**config.mk**
```make
export PLATFORM = sky130hd
export DESIGN_NAME = register_file
export DESIGN_NICKNAME = d
export VERILOG_FILES = /design/src/rtl/register_file.sv
export SDC_FILE = /design/constraint.sdc
export NUM_CORES = 2
export LEC_CHECK = 0
export CAP_MARGIN = 20
export CORE_MARGIN = 2
export CORE_UTILIZATION = 31
export DETAILED_ROUTE_END_ITERATION = 12
export SYNTH_ARGS = -nofsm -noshare
export SYNTH_HDL_FRONTEND = slang
export SYNTH_SLANG_ARGS = --single-unit
```
**constraint.sdc**
```tcl
create_clock -name clk -period 95.4 [get_ports clk]
set_input_delay 9.54 -clock clk [delete_from_list [all_inputs] [get_ports clk]]
set_output_delay 9.54 -clock clk [all_outputs]
set_load 0.01 [all_outputs]
```
**src/rtl/register_file.sv**
```systemverilog
// 32-entry MIPS general-purpose register file: two combinational read ports,
// one debug read port, one synchronous write port, $zero hardwired to zero.
module register_file #(
    parameter int                    DATA_WIDTH = 32,
    parameter int                    ADDR_WIDTH = 5,
    parameter logic [DATA_WIDTH-1:0] GP_INIT    = 32'h0000_1800,
    parameter logic [DATA_WIDTH-1:0] SP_INIT    = 32'h0000_3FFC,
    parameter int                    BYPASS     = 0
) (
    input  logic                  clk,
    input  logic                  rst,
    input  logic                  reg_write,
    input  logic [ADDR_WIDTH-1:0] read_reg1,
    input  logic [ADDR_WIDTH-1:0] read_reg2,
    input  logic [ADDR_WIDTH-1:0] write_reg,
    input  logic [DATA_WIDTH-1:0] write_data,
    output logic [DATA_WIDTH-1:0] read_data1,
    output logic [DATA_WIDTH-1:0] read_data2,
    input  logic [ADDR_WIDTH-1:0] dbg_addr,
    output logic [DATA_WIDTH-1:0] dbg_data
);

    localparam int DEPTH   = 1 << ADDR_WIDTH;
    localparam int N_PORTS = 3;
    localparam int DBG_PORT = 2;

    logic [DATA_WIDTH-1:0] regs_reg [DEPTH];

    logic [ADDR_WIDTH-1:0] rd_addr [N_PORTS];
    logic [DATA_WIDTH-1:0] rd_data [N_PORTS];
    logic                  bypass_en;

    function automatic logic [DATA_WIDTH-1:0] reset_value(input int idx);
        case (idx)
            28:      return GP_INIT;
            29:      return SP_INIT;
            default: return '0;
        endcase
    endfunction

    // Index 0 is never written, so its storage keeps the reset value of zero.
    always_ff @(posedge clk or posedge rst) begin
        if (rst) begin
            for (int i = 0; i < DEPTH; i++) begin
                regs_reg[i] <= reset_value(i);
            end
        end else if (reg_write && (write_reg != '0)) begin
            regs_reg[write_reg] <= write_data;
        end
    end

    // Forwarding is suppressed during reset so reads show reset contents.
    assign bypass_en = reg_write & ~rst;

    assign rd_addr = '{read_reg1, read_reg2, dbg_addr};

    generate
        for (genvar gi = 0; gi < N_PORTS; gi++) begin : g_read
            localparam bit CAN_BYPASS = (BYPASS != 0) && (gi != DBG_PORT);

            assign rd_data[gi] =
                (rd_addr[gi] == '0)                                     ? '0 :
                (CAN_BYPASS && bypass_en && (rd_addr[gi] == write_reg)) ? write_data :
                                                                          regs_reg[rd_addr[gi]];
        end
    endgenerate

    assign read_data1 = rd_data[0];
    assign read_data2 = rd_data[1];
    assign dbg_data   = rd_data[DBG_PORT];

endmodule

```
# Yosys cells after proc, flatten, opt, wreduce, memory -nomap -nowiden
# Cells that the tools add are included.
# totals
ff_bits	1024
input_bits	55
output_inout_bits	96
elab_cells	62
# op_classes
magnitude_cmp	5
n_mux	15
n_bitwise	4
reduce_logical	6
# ops
cell	n
bitwise mux 1024 bit	1
binary-select mux 32 bit (select 5 bit)	3
2-to-1 mux 32 bit	10
demux 32 bit (select 5 bit)	1
greater-or-equal comparator 6 bit, second input constant	4
inverter 5 -> 6 bit	4
zero test 5 bit	3
< comparator 6 x 1 -> 1 bit, second input constant	1
nonzero test 5 bit	1
logical AND 1 bit	2

# Depth between registers and ports, before layout
# depth
word_depth	6
depth_mapped	10
depth_no_buf	5

# Worst setup path before layout
# OpenSTA, ideal clock, no wires.
# synth_timing
kind	input to output
from	input read_reg1[0]
to	output read_data1[0]
arrival_ns	11.187
required_time_ns	85.860
path_slack_ns	74.673
cell_stages	6
path_buffers	2
path_cell_list	buf_4 buf_2 mux4_2 a22o_1 a2111oi_0 nor3_1
# synth_via
elab_chain_len	5
elab_cells_between_ends	6
classes_between	mux (4); bitwise (1); reduce/logical (1)
# synth_rtl
item	line	rtl
start: declaration	13	input logic [ADDR_WIDTH-1:0] read_reg1,
inverter 5 -> 6 bit (implied by the code)	64	regs_reg[rd_addr[gi]];
binary-select mux 32 bit (select 5 bit)	64	
2-to-1 mux 32 bit (implied by the code) (2 in a row)	64	
2-to-1 mux 32 bit *	62	(rd_addr[gi] == '0) ? '0 :
end: declaration	17	output logic [DATA_WIDTH-1:0] read_data1,
# Every way passes the cells marked *; elsewhere a longest branch is shown, timed or not. The select of a mux whose other input is x is not followed.

# Worst setup path in the final report
# layout_timing
from	input read_reg1[0]
to	output read_data1[21]
# The elaborated chain is that of the path after synthesis.

==> metrics <==
syn nets 4450; clock root buffer clkbuf_16; Seq/Total Area, Yosys 0.407; arrival time at the worst endpoint 14.92 ns; Cells after Synth 4395; leakage 29.2 nW; Mapped Area 63000 sq um; final net count 4337; final core occ 0.352; Worst EP required 85.86 ns; drt via density 6.28; DR pass1 iterations 5; largest family of logic cells by synthesized area multiplexers; core area 202000 sq um; max FFs per register 1024; fraction of layout cells with a size suffix above 1 0.458; Critical Path End Type output port; final slew viol count 0; Final min period 24.46 ns; max-cap viol count 0; Synth Area in Compound Gates 0.0597; peak fanout along the critical path 51; share of the synthesized area in the top cell type 0.401; status completed; relative slew slack 0.162; Syn Area/Cell 14.3 sq um; dpl hpwl 142000 um; Synth Flop Type dfrtp_1; Pwr Density 20.0 nW/um^2; Routed WL 238000 um; # rows 165; Hold Crit Class flip-flop to flip-flop; Clock Path Buffers 3; post-synthesis simple-gate area fraction 0.0281; Total GRT Usage 0.227; Initial Util 0.312; RSZ-0062 raised after global routing no; clk_lat worst skew 0.72 ns; grt total ovfl 0; initial antenna violation count 18; Synth Warn # 0; largest net degree at the start of global routing 130; vias in the first global route 44700; Yosys top cell by area dfrtp_1; Post-synth EDFFs 0; # hold bufs at CTS 0; Final setup violation count 0; Die Ht 455 um; mux share of post-synthesis cell area 0.465; CP startpoint kind primary input; Die W 455 um; CTS tree built; die area 207000 sq um; Yosys cell types 49; peak supply drop 0.0152 mV; PortBufs 150; Post-CTS Resized 0; Post-DRT Antenna Nets 0; Max Freq 40.9 MHz; via count 44300; DRT iter0 DRCs 4999; H-tree levels 3; async set-reset flop share out of synthesis 1.00; Post-Synth Adder-Cell Area 0; Worst Setup Path Type primary input to output port; top cells by area, synth dfrtp_1, mux4_2, mux2_2, mux2i_1, mux2_1; CTS buffer count 106; TNS Setup 0 ns; clk sinks 1024; io pins 151; gp weighted congestion 0.865; Tcrit/Tclk final 0.256; Layout fillers 19200; first-pass GRT wire length 340000 um; final hold violation count 0; Synth Area in XOR/XNOR 0; DRC violations left 0; Worst-Margin Slew 1.25 ns; Final Skew 0 ns; mean routed wirelength per cell 33.8 um; area delta synth->final 12.9%; setup bufs post-CTS 0; clock transition at the registers of the reported paths 0.06 ns; Synth Register Bits 1024
-- synthesized netlist by cell type, types with 14 or more instances --
cell type     n
dfrtp_1    1010
mux2_2      964
mux4_2      598
mux2i_1     353
clkbuf_1    286
nor2b_1     136
a211oi_1    130
mux2_1      125
buf_2       113
a22o_1       73
a22oi_1      70
o22ai_1      66
nor4_1       64
buf_1        54
buf_4        51
a21oi_1      46
a221o_1      32
o221ai_1     28
nand2_1      27
nor2_1       26
buf_6        23
nor3_1       23
a2111oi_0    22
dfstp_2      14
-- final timing paths --
path,end,from,slack [ns],cells after the start
worst max-delay path,read_data1[21],read_reg1[0],70.94,9
worst min-delay path,regs_reg[1008],regs_reg[1008],0.42,0
worst max register to register,regs_reg[445],regs_reg[445],94.55,1
worst min register to register,regs_reg[1008],regs_reg[1008],0.42,0
max in group asynchronous,regs_reg[845],rst,81.34,7
min in group asynchronous,regs_reg[312],rst,9.33,2
-- final cells by class --
type                       count  area (sq um)  share of cell area
antenna                       10          25.0            0.000352
clock buffer                 135          2920              0.0411
clock inverter                63           911              0.0128
inverter                       2          15.0            0.000211
multi-input combinational   2839         35100               0.494
sequential                  1024         25600               0.361
tap                         2672          3340              0.0470
timing repair buffer         309          3080              0.0433
-- layout by cell type (no fill, tap or decap), drive strengths merged, types with 10 or more instances in the layout --
master | synthesis | routed
mux2 | 1089 | 1089
dfrtp | 1010 | 1010
mux4 | 598 | 598
mux2i | 353 | 353
buf | 243 | 167
clkbuf | 287 | 140
clkdlybuf4s50 | 0 | 137
nor2b | 136 | 136
a211oi | 130 | 130
a22o | 73 | 73
a22oi | 70 | 70
o22ai | 66 | 66
nor4 | 65 | 65
a21oi | 46 | 46
a221o | 32 | 32
clkinv | 1 | 30
o221ai | 28 | 28
nand2 | 27 | 27
nor2 | 26 | 26
a2111oi | 24 | 24
nor3 | 23 | 23
bufinv | 0 | 22
dfstp | 14 | 14
a221oi | 12 | 12
diode | 0 | 10
-- metrics by stage --
stage | hold WS (ns) | instance area [sq um] | setup slack, ns | cells | power, mW
6_report | 0.423 | 71100 | 70.94 | 7054 | 1.42
5_1_grt | 0.441 | 71100 | 70.68 | 7050 | 1.47
4_1_cts | 0.420 | 70700 | 70.86 | 7027 | 1.42
3_5_place_dp | 0.405 | 66900 | 70.87 | 6829 | 0.951
3_3_place_gp | 0.407 | 66700 | 70.88 | 6819 | 0.940
2_1_floorplan | 0.458 | 63000 | 57.07 | 4395 | 0.838
-- worst max-delay path, cell delays in order --
cell	delay, ns
buf_8	0.44
buf_4	0.84
buf_4	0.65
buf_4	0.76
mux4_2	0.61
a22o_1	0.28
a2111oi_0	0.83
nor3_1	0.27
clkdlybuf4s50_1	0.57
-- where the power goes --
part | switching, mW | total, mW | internal, mW
clock network | 0.191 | 0.467 | 0.276
registers | 0.0861 | 0.604 | 0.518
logic | 0.145 | 0.349 | 0.203
-- cell families after synthesis --
kind of cell / count (synthesis)
mux: 2040
flops: 1024
buf+inv: 532
compound gates: 494
simple gates: 305
-- routing by layer --
| metal | global-route usage | wire length (um) | up-vias | part of all wire |
|---|---|---|---|---|
| met5 | 0 | 88 | - | 0.00037 |
| met4 | 0.148 | 17000 | 16 | 0.071 |
| met3 | 0.0455 | 19800 | 690 | 0.083 |
| met2 | 0.353 | 109000 | 2495 | 0.46 |
| met1 | 0.289 | 92300 | 23800 | 0.39 |
| li1 | - | - | 17300 | - |
(Power assumes the default switching activity.)
